==> config.mk <==
export PLATFORM = sky130hd
export DESIGN_NAME = obstacle_scheduler
export DESIGN_NICKNAME = d
export VERILOG_FILES = /design/src/rtl/obstacle_scheduler.sv
export SDC_FILE = /design/constraint.sdc
export NUM_CORES = 1
export LEC_CHECK = 0
export BUFFER_PORTS_ARGS = -buffer_cell sky130_fd_sc_hd__buf_2
export CAP_MARGIN = 20
export CORE_MARGIN = 2
export CORE_UTILIZATION = 40
export DETAILED_ROUTE_END_ITERATION = 10
export PLACE_DENSITY = 0.76
export SLEW_MARGIN = 0
export SYNTH_ARGS = -nofsm -noshare
export SYNTH_HDL_FRONTEND = slang
export SYNTH_SLANG_ARGS = --single-unit
==> constraint.sdc <==
create_clock -name clk -period 4.1 [get_ports clk]
set_input_delay 0.41 -clock clk [delete_from_list [all_inputs] [get_ports clk]]
set_output_delay 0.41 -clock clk [all_outputs]
set_load 0.03 [all_outputs]
==> src/rtl/obstacle_scheduler.sv <==
// -----------------------------------------------------------------------------
// obstacle_scheduler
//   Owns a pool of NUM_SLOTS obstacle instances. Once per frame (update strobe)
//   it decides whether a new obstacle starts, which slot it goes into and which
//   type it is. Type comes from rng_data with a speed gate on pterodactyls and
//   a limit on consecutive duplicates.
//
// Ports
//   clk, rst          clock, synchronous active-high reset
//   update            frame strobe; all state advances only when high
//   speed             horizon speed, x1024
//   rng_data          random word, bits [1:0] select the type
//   game_start        game begins (sampled on update)
//   crash             game over (sampled on update)
//   slot_remove       per-slot remove flag from the obstacle
//   slot_x_pos        per-slot signed x position, px
//   slot_width        per-slot width, px
//   slot_gap          per-slot required trailing gap, px
//   slot_start        one-frame start request to the obstacle
//   slot_typ          type for each slot, valid while slot_start is high
//   slot_busy         slot is owned by a live obstacle
//
// Type encoding: 0 NONE, 1 CACTUS_SMALL, 2 CACTUS_LARGE, 3 PTERODACTYL.
// -----------------------------------------------------------------------------
module obstacle_scheduler #(
   parameter int NUM_SLOTS       = 3,
   parameter int GAME_WIDTH      = 600,
   parameter int CLEAR_FRAMES    = 60,
   parameter int PTERO_MIN_SPEED = 8704,
   parameter int MAX_DUP         = 2
) (
   input  logic                        clk,
   input  logic                        rst,
   input  logic                        update,
   input  logic [14:0]                 speed,
   input  logic [10:0]                 rng_data,
   input  logic                        game_start,
   input  logic                        crash,
   input  logic [NUM_SLOTS-1:0]        slot_remove,
   input  logic [NUM_SLOTS-1:0][10:0]  slot_x_pos,
   input  logic [NUM_SLOTS-1:0][9:0]   slot_width,
   input  logic [NUM_SLOTS-1:0][10:0]  slot_gap,
   output logic [NUM_SLOTS-1:0]        slot_start,
   output logic [NUM_SLOTS-1:0][2:0]   slot_typ,
   output logic [NUM_SLOTS-1:0]        slot_busy
);

   localparam int LAST_W = (NUM_SLOTS > 1) ? $clog2(NUM_SLOTS) : 1;
   localparam int CNT_W  = $clog2(CLEAR_FRAMES + 1);
   localparam logic signed [12:0] GW_S = 13'(GAME_WIDTH);

   typedef enum logic [1:0] {IDLE, CLEARING, RUN, CRASHED} state_t;
   typedef enum logic [2:0] {
      T_NONE  = 3'd0,
      T_SMALL = 3'd1,
      T_LARGE = 3'd2,
      T_PTERO = 3'd3
   } type_t;

   state_t              state_q, state_d;
   logic [CNT_W-1:0]    clr_cnt;
   logic [LAST_W-1:0]   last;
   type_t               hist [MAX_DUP];   // hist[0] is the most recent spawn

   logic                clr_last, run_en, pending, have_free, gap_clear, spawn, dup;
   logic [LAST_W-1:0]   free_idx;
   logic [NUM_SLOTS-1:0] spawn_vec, free_vec;
   logic signed [12:0]  x_ext, w_ext, g_ext, tail;
   type_t               cand, pick;
   logic                unused_rng;

   assign unused_rng = ^rng_data[10:2];

   function automatic type_t rng_type(input logic [1:0] r);
      case (r)
         2'd2:    return T_LARGE;
         2'd3:    return T_PTERO;
         default: return T_SMALL;
      endcase
   endfunction

   function automatic type_t gate_ptero(input type_t t, input logic [14:0] spd);
      if (t == T_PTERO && spd < 15'(PTERO_MIN_SPEED))
         return T_SMALL;
      return t;
   endfunction

   function automatic type_t rotate(input type_t t);
      case (t)
         T_SMALL: return T_LARGE;
         T_LARGE: return T_PTERO;
         default: return T_SMALL;
      endcase
   endfunction

   // ---------------- FSM next state ----------------
   assign clr_last = (clr_cnt == CNT_W'(CLEAR_FRAMES - 1));

   always_comb begin
      state_d = state_q;
      if (update) begin
         case (state_q)
            IDLE:     if (game_start && !crash) state_d = CLEARING;
            CLEARING: if (crash) state_d = CRASHED;
                      else if (clr_last) state_d = RUN;
            RUN:      if (crash) state_d = CRASHED;
            default:  state_d = CRASHED;
         endcase
      end
   end

   // ---------------- spawn decision ----------------
   // The last clearing update already counts as running, so the first start
   // is registered on the CLEAR_FRAMES-th update after game_start.
   assign run_en  = update && !crash &&
                    (state_q == RUN || (state_q == CLEARING && clr_last));
   assign pending = |slot_start;

   always_comb begin
      free_idx  = '0;
      have_free = 1'b0;
      for (int i = NUM_SLOTS - 1; i >= 0; i--) begin
         if (!slot_busy[i]) begin
            free_idx  = LAST_W'(i);
            have_free = 1'b1;
         end
      end
   end

   // Trailing edge of the most recent obstacle; x may be negative once the
   // obstacle is partly off the left edge.
   always_comb begin
      x_ext     = {{2{slot_x_pos[last][10]}}, slot_x_pos[last]};
      w_ext     = {3'b000, slot_width[last]};
      g_ext     = {2'b00, slot_gap[last]};
      tail      = x_ext + w_ext + g_ext;
      gap_clear = (tail < GW_S);
   end

   assign spawn = run_en && !pending && have_free &&
                  (!(|slot_busy) || !slot_busy[last] || gap_clear);
   assign spawn_vec = spawn ? (NUM_SLOTS'(1) << free_idx) : '0;
   // A remove seen while a start is pending belongs to the slot's previous life.
   assign free_vec  = slot_remove & ~slot_start;

   // ---------------- type pick ----------------
   always_comb begin
      cand = gate_ptero(rng_type(rng_data[1:0]), speed);
      dup  = 1'b1;
      for (int i = 0; i < MAX_DUP; i++) begin
         if (hist[i] != cand) dup = 1'b0;
      end
      pick = dup ? gate_ptero(rotate(cand), speed) : cand;
   end

   // ---------------- registers ----------------
   always_ff @(posedge clk) begin
      if (rst) state_q <= IDLE;
      else     state_q <= state_d;
   end

   always_ff @(posedge clk) begin
      if (rst) begin
         clr_cnt    <= '0;
         last       <= '0;
         slot_start <= '0;
         slot_busy  <= '0;
         for (int i = 0; i < NUM_SLOTS; i++) slot_typ[i] <= T_NONE;
         for (int i = 0; i < MAX_DUP; i++)   hist[i]     <= T_NONE;
      end else if (update) begin
         // spawn_vec is zero whenever a start is pending or a crash is seen,
         // so this both raises and retires the one-frame start pulse.
         slot_start <= spawn_vec;
         if (state_q == CLEARING && !clr_last) clr_cnt <= clr_cnt + CNT_W'(1);
         if (state_d != CRASHED) slot_busy <= (slot_busy & ~free_vec) | spawn_vec;
         if (spawn) begin
            slot_typ[free_idx] <= pick;
            last               <= free_idx;
            hist[0]            <= pick;
            for (int i = 1; i < MAX_DUP; i++) hist[i] <= hist[i-1];
         end
      end
   end

endmodule
# [Word level (Yosys, flattened, before mapping)]
# Memory sizes are Yosys's and may differ from the RTL's.
# Index checks and enable logic that the tools add are counted.
[word_totals] reg_bits=25 ramBits=6 inputBits=130 output_inout_bits=15 wordCells=105 mem_count=1
[classes] add_sub_neg=3 magnitude_cmp=5 n_eq_ne=12 shifts=1 muxes=43 n_bitwise=7 n_reduce_logical=25
[mem_list] name="hist" words=2 word_bits=3 rd=2 rd_ports_with_merged_regs=0 write_ports=2 line_no="63" source="type_t hist [MAX_DUP];"
[ops] operator="11-bit binary-select mux with 2-bit select" count=2
[ops] operator="3-bit two-way mux" count=9
[ops] operator="11-bit two-way mux" count=2
[ops] operator="10-bit binary-select mux with 2-bit select" count=1
[ops] operator="2-bit two-way mux" count=8
[ops] operator="15-bit by 14-bit < comparator with 1-bit output (second input constant)" count=1
[ops] operator="1-bit two-way mux" count=14
[ops] operator="12-bit by 12-bit adder with 13-bit output" count=1
[ops] operator="13-bit by 11-bit < comparator with 1-bit output (second input constant)" count=1
[ops] operator="11-bit by 11-bit adder with 12-bit output" count=1
[ops] operator="1-bit logical AND" count=11
[ops] operator="10-bit two-way mux" count=1
[ops] operator="9-bit bitwise mux" count=1
[ops] operator="3-bit by 2-bit equality test with 1-bit output (second input constant)" count=3
[ops] operator="2-bit case mux with 2 select lines" count=2
[ops] operator="6-bit by 1-bit adder with 6-bit output (second input constant)" count=1
[ops] operator="3-bit AND" count=2
[ops] operator="3-bit demux with 2-bit select" count=1
[ops] operator="2-bit equality test (second input constant)" count=3
[ops] operator="6-bit equality test (second input constant)" count=1
[ops] operator="2-bit by 3-bit < comparator with 1-bit output (second input constant)" count=2
[ops] operator="3-bit != test" count=2
[ops] operator="3-bit inverter" count=2
[ops] operator="2-bit case mux with 3 select lines" count=1
[ops] operator="other kinds (13)" count=23

# [Depth between registers and ports, before layout]
# Gate-level depths: netlist (run 1).
[logic_depth] depth_word=14 ltp_mapped=16 ltp_nobuf=14

# [Worst setup path before layout (run 1)]
# No wires, ideal clock.
[synth_path] kind="register to register" start="register last[1]" end="memory hist[0][0] in the netlist's numbering, enable pin" setup_ns=0.283 t_arrival_ns=3.833 slack_ns=-0.016 stages_incl_launch_ff=17 path_cell_list="dfxtp_1 buf_6 buf_1 mux2i_1 nor2_1 a21oi_1 fa_1 inv_1 ha_1 nor2b_1 and3_1 a311oi_4 o21ai_1 xnor2_1 o211a_1 o21ai_0 nand2_1"
[synth_lines] element="start: declaration" line_no="62" source="logic [LAST_W-1:0] last;"
[synth_lines] element="start signal: assignment" line_no="178" source="last <= free_idx;"
[synth_lines] element="end: declaration" line_no="63"

==> impl_results.md, run 1 <==
* Worst Max-Slew Pin Slew at 0.6140 ns
* Final HPWL DP at 5537 µm
* Final Total Pwr at 745.0 µW
* Share of cells above drive strength 1 at 30.89%
* Max Cap Viol at 0
* Minimum hold slack at 0.4670 ns
* Max transition margin at 58.75%
* Cell Int Power at 484.7 µW
* Type of destination of the critical path: flop
* Data required time at the worst endpoint at 4.12 ns
* Fin. max-slew vios at 0
* Areal power density over the cells at 214.2 nW/µm²
* Area Overhead vs Synth at 28.94%
* Result of the run: finished clean
* Die boundary width at 86.12 µm
* First-pass GRT wire length at 11210 µm
* Number of storage elements in the synthesis netlist at 26
* Cells on worst reg2reg path at 13
* CTS tree: built
* DRC violation count after routing at 0
* Portion of total power attributed to the clock network at 20.1%
* Cell type with the highest aggregate area in the netlist: sky130_fd_sc_hd__dfxtp_1
* Clk Latency, worst-skew pair at 0.27 ns
* Detailed Route Iter0 Violations at 71
* Cell Chain, Critical Path: buf_12, mux2i_1, o21ai_0, fa_1, ha_1, and3_1, a311oi_4, o21ai_1, xnor2_1, o211a_1, o21ai_1, buf_4, nor3b_1
* Via count at 2869
* Drt first pass iters at 5
* Global-route usage over all layers at 17.93%
* Critical Path Slowest Stage Cell: sky130_fd_sc_hd__fa_1
* Port Buffers at 123
* Non-Filler Instances at 540
* Max Fclk at 258.7 MHz
* Final critical-path share of the clock period at 94.29%
* Die Outline Area at 7417 µm²
* Post-synthesis cell count at 344
* Instance count after placement with tap cells included at 536
* Final WL at 6891 µm
* Power share of the sequential group at 35.5%
* Detail Route Antenna Nets at 0
* H-tree depth at 1
* Largest net degree at the start of global routing at 37
* Number of flops mapped to enable cells by yosys at 4
* Number of global-route vias before repair at 2697
* Sequential-to-total area share from yosys stat at 20.78%
* FFs w/ async S/R, synth at 0%
* Io pins at 145
* Clock tree skew after final layout at 0.004296 ns
* Worst hold stages at 2
* Height of the chip at 86.12 µm
* Final hold violations at 0
* Setup total negative slack at 0 ns
* Starting density of the core at 42.00%
* Clock edge transition at the registers on the reported setup and hold paths at 0.09 ns
* Util after Layout at 54.16%
* FILL cells at 617
* Switching Fraction at 34.94%
* Cell area after technology mapping at 2698 µm²
* Portion of total power attributed to combinational logic at 44.4%
* Number of nets in the layout at 616
* Critical Path Source Type: flop
* Critical-path maximum fanout at 22
* Maximum single-stage delay on the critical path at 0.51 ns
* Vias per cell at 5.313
* Number of cell rows at 29
* Crit-path leading delay family: compound AO/OA/AOI/OAI gates
* Worst hold path class: reg2reg
* Buffers and inverters on the worst path at 2
* RSZ-0062 raised after global routing: false
* Min cycle time layout at 3.866 ns
* Warnings, synthesis at 0
* Unique masters post-synth at 53
* Worst Setup Path Type: reg2reg
* Synth top area cells: sky130_fd_sc_hd__dfxtp_1, sky130_fd_sc_hd__mux2i_1, sky130_fd_sc_hd__nand2_1, sky130_fd_sc_hd__o21ai_0, sky130_fd_sc_hd__fa_1
* Crit path arrival time at 3.89 ns
* Number of sinks driven by the clock tree at 26
* Synth Area per Inst at 7.842 µm²
* Cell seen most often among critical-path stages: sky130_fd_sc_hd__o21ai_1
* Total leakage power at 0.001481 µW
* Weighted congestion reported at the end of routability-driven placement at 0.8669
* CTS max path bufs at 2
* Share of Yosys cell area claimed by the top area cell type at 16.33%
* Critical path depth at 13
* Antenna violations before repair at 0
* Total grt overflow at 0
* Total inserted antenna cells at 0
* Total core area at 6422 µm²
* Clock buffer count from CTS at 3
* Number of setup violations in the final report at 0
* Maximum vdd drop at 0.0002107 V
* Hold-fix buffers, CTS at 0
* Switching power summed over all nets at 260.3 µW
* Top FF cell, synth: sky130_fd_sc_hd__dfxtp_1
* WL/cell at 12.76 µm
* Master cell of the clock root buffer: sky130_fd_sc_hd__clkbuf_8
==> Yosys cell counts, drive strengths merged (4+ instances only) <==
cell    number
inv         10
ha          13
dfxtp       22
nand2b      10
clkbuf       7
edfxtp       4
xnor2        6
fa           9
a21oi       28
nor3         9
mux2i       41
nand2       51
nand3        8
buf          9
o21ai       39
nor2        25
==> metal layers <==
metal | part of all wire, % | global-route usage [%] | vias up
li1 | - | - | 1462
met1 | 41 | 21.32 | 1299
met2 | 51 | 34.60 | 104
met3 | 7.1 | 1.347 | 4
met4 | 0.57 | 4.040 | 0
met5 | 0 | 0 | -
==> per-stage QoR <==
step	setup WS (ns)	instance area [µm²]
after CTS	0.06695	3456
final	0.2342	3478
after global placement	0.1717	3411
after detailed placement	0.09207	3411
after global routing	0.001147	3478
after floorplan	0.06198	2706
==> registers in the layout (all words and copies together) (netlist names) <==
| signal | count |
|---|---|
| clr_cnt | 6 |
| hist | 4 |
| state_q | 2 |
| slot_busy | 3 |
| last | 2 |
| slot_typ | 6 |
| slot_start | 3 |
==> tightest hold or removal path: stages, from the launching register on <==
cell and delay [ns]:
sky130_fd_sc_hd__dfxtp_1 0.32, sky130_fd_sc_hd__nand2_1 0.05, sky130_fd_sc_hd__mux2i_1 0.05
==> power groups by stage <==
stage / Sequential [µW] / Clock [µW] / Combinational, µW
after detailed placement: 271 / 0 / 320
after global placement: 271 / 0 / 311
final: 265 / 150 / 330
after floorplan: 271 / 0 / 220
after CTS: 265 / 152 / 322
after global routing: 265 / 160 / 371
==> final cells by class <==
class / count / area [µm²] / share of cell area, %
clock buffer: 4 / 45.04 / 1.295
inverter: 10 / 37.54 / 1.079
tap: 77 / 96.34 / 2.770
multi-input combinational: 294 / 2049 / 58.92
sequential: 26 / 564.3 / 16.22
timing repair buffer: 129 / 685.7 / 19.71
==> cell usage in the layout (no fill, tap or decap), drive strengths merged, types with 3 or more instances in the layout <==
master,synthesis,routed
clkbuf,7,4
nor2,25,25
nand2b,10,10
dfxtp,22,22
buf,9,129
o211ai,3,3
edfxtp,4,4
o21ai,39,39
nand4b,3,3
xor2,3,3
mux2i,41,41
fa,9,9
and2,3,3
xnor2,6,6
nor2b,3,3
o21a,3,3
nor3,9,9
nand3,8,8
ha,13,13
inv,10,10
a21oi,28,28
nand2,51,51
o2111ai,3,3
conb,1,3
a211oi,3,3
==> what timing repair did <==
action,in CTS,in global routing
setup buffers,0,0
setup endpoints to repair,0,17
gates resized for setup,0,7
==> path summary, 6_finish.rpt <==
kind,startpoint,to,slack (ns)
worst max-delay path,last[1],hist[0][4],0.23
worst min-delay path,slot_typ[4],slot_typ[4],0.47
worst max register to register,last[1],hist[0][4],0.23
worst min register to register,slot_typ[4],slot_typ[4],0.47
==> kinds of logic (layout without fill, tap and decap cells) <==
logic type / after synthesis / count (layout) / synth area share (%)
AND/OR/NAND/NOR: 125 / 125 / 21.75
AO/OA/AOI/OAI: 93 / 93 / 21.29
multiplexers: 41 / 41 / 15.68
flip-flops: 26 / 26 / 20.78
buffers and inverters: 26 / 143 / 4.360
adder cells (fa/ha/maj): 23 / 23 / 13.08
XOR/XNOR: 9 / 9 / 2.922
other: 1 / 3 / 0.1390
(Power assumes the default switching activity.)
==> run 2, diff against run 1 <==
--- a/config.mk
+++ b/config.mk
@@ -11,6 +11,7 @@
 export CORE_UTILIZATION = 40
 export DETAILED_ROUTE_END_ITERATION = 10
 export PLACE_DENSITY = 0.76
+export RECOVER_POWER = 50
 export SLEW_MARGIN = 0
 export SYNTH_ARGS = -nofsm -noshare
 export SYNTH_HDL_FRONTEND = slang
==> impl_results.md, run 2 (synthesis results as in run 1) <==
* Number of cell rows at 29
* Critical Path Source Type: flop
* Number of setup violations in the final report at 0
* Worst hold path class: reg2reg
* Clock edge transition at the registers on the reported setup and hold paths at 0.09 ns
* Result of the run: finished clean
* Min cycle time layout at 3.869 ns
* Total leakage power at 0.001428 µW
* Die boundary width at 86.12 µm
* Die Outline Area at 7417 µm²
* Switching power summed over all nets at 259.7 µW
* Total grt overflow at 0
* Register Area at 564.3 µm²
* Portion of total power attributed to combinational logic at 44.4%
* Worst Max-Slew Pin Slew at 0.6140 ns
* Vias per cell at 5.335
* H-tree depth at 1
* Final WL at 6842 µm
* Final hold violations at 0
* Detailed Route Iter0 Violations at 74
* DRC violation count after routing at 0
* Critical Path Slowest Stage Cell: sky130_fd_sc_hd__fa_1
* Switching Fraction at 34.89%
* First-pass GRT wire length at 11210 µm
* Crit-path leading delay family: compound AO/OA/AOI/OAI gates
* Drt first pass iters at 5
* Clock buffer count from CTS at 3
* Cell Int Power at 484.6 µW
* Flop-to-flop setup slack at 0.23 ns
* Crit path arrival time at 3.98 ns
* Max Fclk at 258.5 MHz
* Maximum vdd drop at 0.0002097 V
* FILL cells at 628
* Maximum single-stage delay on the critical path at 0.51 ns
* Worst hold stages at 2
* Cells on worst reg2reg path at 13
* Share of cells above drive strength 1 at 28.29%
* RSZ-0062 raised after global routing: false
* Global-route usage over all layers at 17.93%
* Multi-input gate area at 2049 µm²
* Util after Layout at 53.93%
* Number of sinks driven by the clock tree at 26
* Buffers and inverters on the worst path at 2
* Via count at 2881
* Height of the chip at 86.12 µm
* Setup total negative slack at 0 ns
* Portion of total power attributed to the clock network at 20.1%
* Max Cap Viol at 0
* Data required time at the worst endpoint at 4.21 ns
* Master cell of the clock root buffer: sky130_fd_sc_hd__clkbuf_8
* Largest net degree at the start of global routing at 37
* CTS tree: built
* Post-CTS resize count at 0
* Io pins at 145
* Cell Chain, Critical Path: buf_12, mux2i_1, o21ai_0, fa_1, ha_1, and3_1, a311oi_4, nand4b_1, a32oi_2, o211a_1, o21ai_1, buf_4, nor3b_1
* Most frequent standard cell in the layout excluding fill and tap cells: sky130_fd_sc_hd__buf_2
* Worst Setup Path Type: reg2reg
* Total inserted antenna cells at 0
* Final HPWL DP at 5537 µm
* RR Endpoint: hist[0][4]
* Hold-fix buffers, CTS at 0
* Number of nets in the layout at 616
* Areal power density over the cells at 214.9 nW/µm²
* Worst setup slack before clock tree synthesis at 0.09207 ns
* Total core area at 6422 µm²
* CTS max path bufs at 2
* Fin. max-slew vios at 0
* Final Worst Setup Slack at 0.2313 ns
* Leading cell types in the layout, fill and taps excluded: sky130_fd_sc_hd__buf_2, sky130_fd_sc_hd__nand2_1, sky130_fd_sc_hd__mux2i_1, sky130_fd_sc_hd__o21ai_0, sky130_fd_sc_hd__a21oi_1
* Origin of the worst min-delay path: slot_typ[4]
* Weighted congestion reported at the end of routability-driven placement at 0.8669
* Port Buffers at 123
* Area Overhead vs Synth at 28.39%
* Launching point of the worst reg2reg path: last[1]
* Final Total Pwr at 744.4 µW
* Endpoint of the worst hold-timing path: slot_typ[4]
* Largest registers: clr_cnt (6), slot_typ (6), hist (4)
* Max transition margin at 58.75%
* Number of global-route vias before repair at 2697
* Detail Route Antenna Nets at 0
* Power share of the sequential group at 35.6%
* Type of destination of the critical path: flop
* Final critical-path share of the clock period at 94.36%
* Setup fix buffers added after clock tree synthesis at 0
* WL/cell at 12.67 µm
* Clk Latency, worst-skew pair at 0.27 ns
* Minimum hold slack at 0.4692 ns
* Clock tree skew after final layout at 0.003189 ns
* Starting density of the core at 42.00%
* Critical-path maximum fanout at 22
* Antenna violations before repair at 0
-- run 2: changes by cell type in the layout (fill, tap and decap cells not counted) --
cell	change
sky130_fd_sc_hd__buf_2	-12
sky130_fd_sc_hd__clkbuf_1	+12
-- run 2: layout make-up --
cell class	count	area share, %
tap	77	2.782
sequential	26	16.29
timing repair buffer	129	19.36
inverter	10	1.084
multi-input combinational	294	59.18
clock buffer	4	1.301
-- run 2: per-layer routing --
metal  GRT usage [%]  part of all wire (%)  vias up
li1                -                     -     1461
met5               0                     0        -
met4           4.040                  0.56        0
met2           34.60                    51       99
met1           21.32                    41     1317
met3           1.347                   7.0        4
-- run 2: worst register-to-register path: stages, from the launching register on --
cell,delay [ns]
sky130_fd_sc_hd__dfxtp_4,0.43
sky130_fd_sc_hd__buf_12,0.20
sky130_fd_sc_hd__mux2i_1,0.22
sky130_fd_sc_hd__o21ai_0,0.13
sky130_fd_sc_hd__fa_1,0.51
sky130_fd_sc_hd__ha_1,0.39
sky130_fd_sc_hd__and3_1,0.25
sky130_fd_sc_hd__a311oi_4,0.43
sky130_fd_sc_hd__nand4b_1,0.17
sky130_fd_sc_hd__a32oi_2,0.29
sky130_fd_sc_hd__o211a_1,0.20
sky130_fd_sc_hd__o21ai_1,0.11
sky130_fd_sc_hd__buf_4,0.20
sky130_fd_sc_hd__nor3b_1,0.18
-- run 2: worst max path at each step --
stage | depth (start not counted) | slack (ns) | from | to
floorplan | 13 | 0.06 | last[1] | hist[0][0]
global placement | 14 | 0.17 | last[1] | hist[0][3]
detailed placement | 14 | 0.09 | last[1] | hist[0][4]
CTS | 14 | 0.07 | last[1] | hist[0][4]
global route | 13 | 0.001 | last[1] | slot_typ[6]
finish | 13 | 0.23 | last[1] | hist[0][4]
-- run 2: metrics by stage --
step | std cells | area (µm²)
floorplan | 346 | 2706
global placement | 536 | 3411
detailed placement | 536 | 3411
CTS | 540 | 3456
global route | 540 | 3463
finish | 540 | 3463
-- run 2: power groups by stage --
stage,logic (µW),clock network [µW],registers (µW)
2_1_floorplan,220,0,271
3_3_place_gp,311,0,271
3_5_place_dp,320,0,271
4_1_cts,322,152,265
5_1_grt,370,160,265
6_report,330,150,265
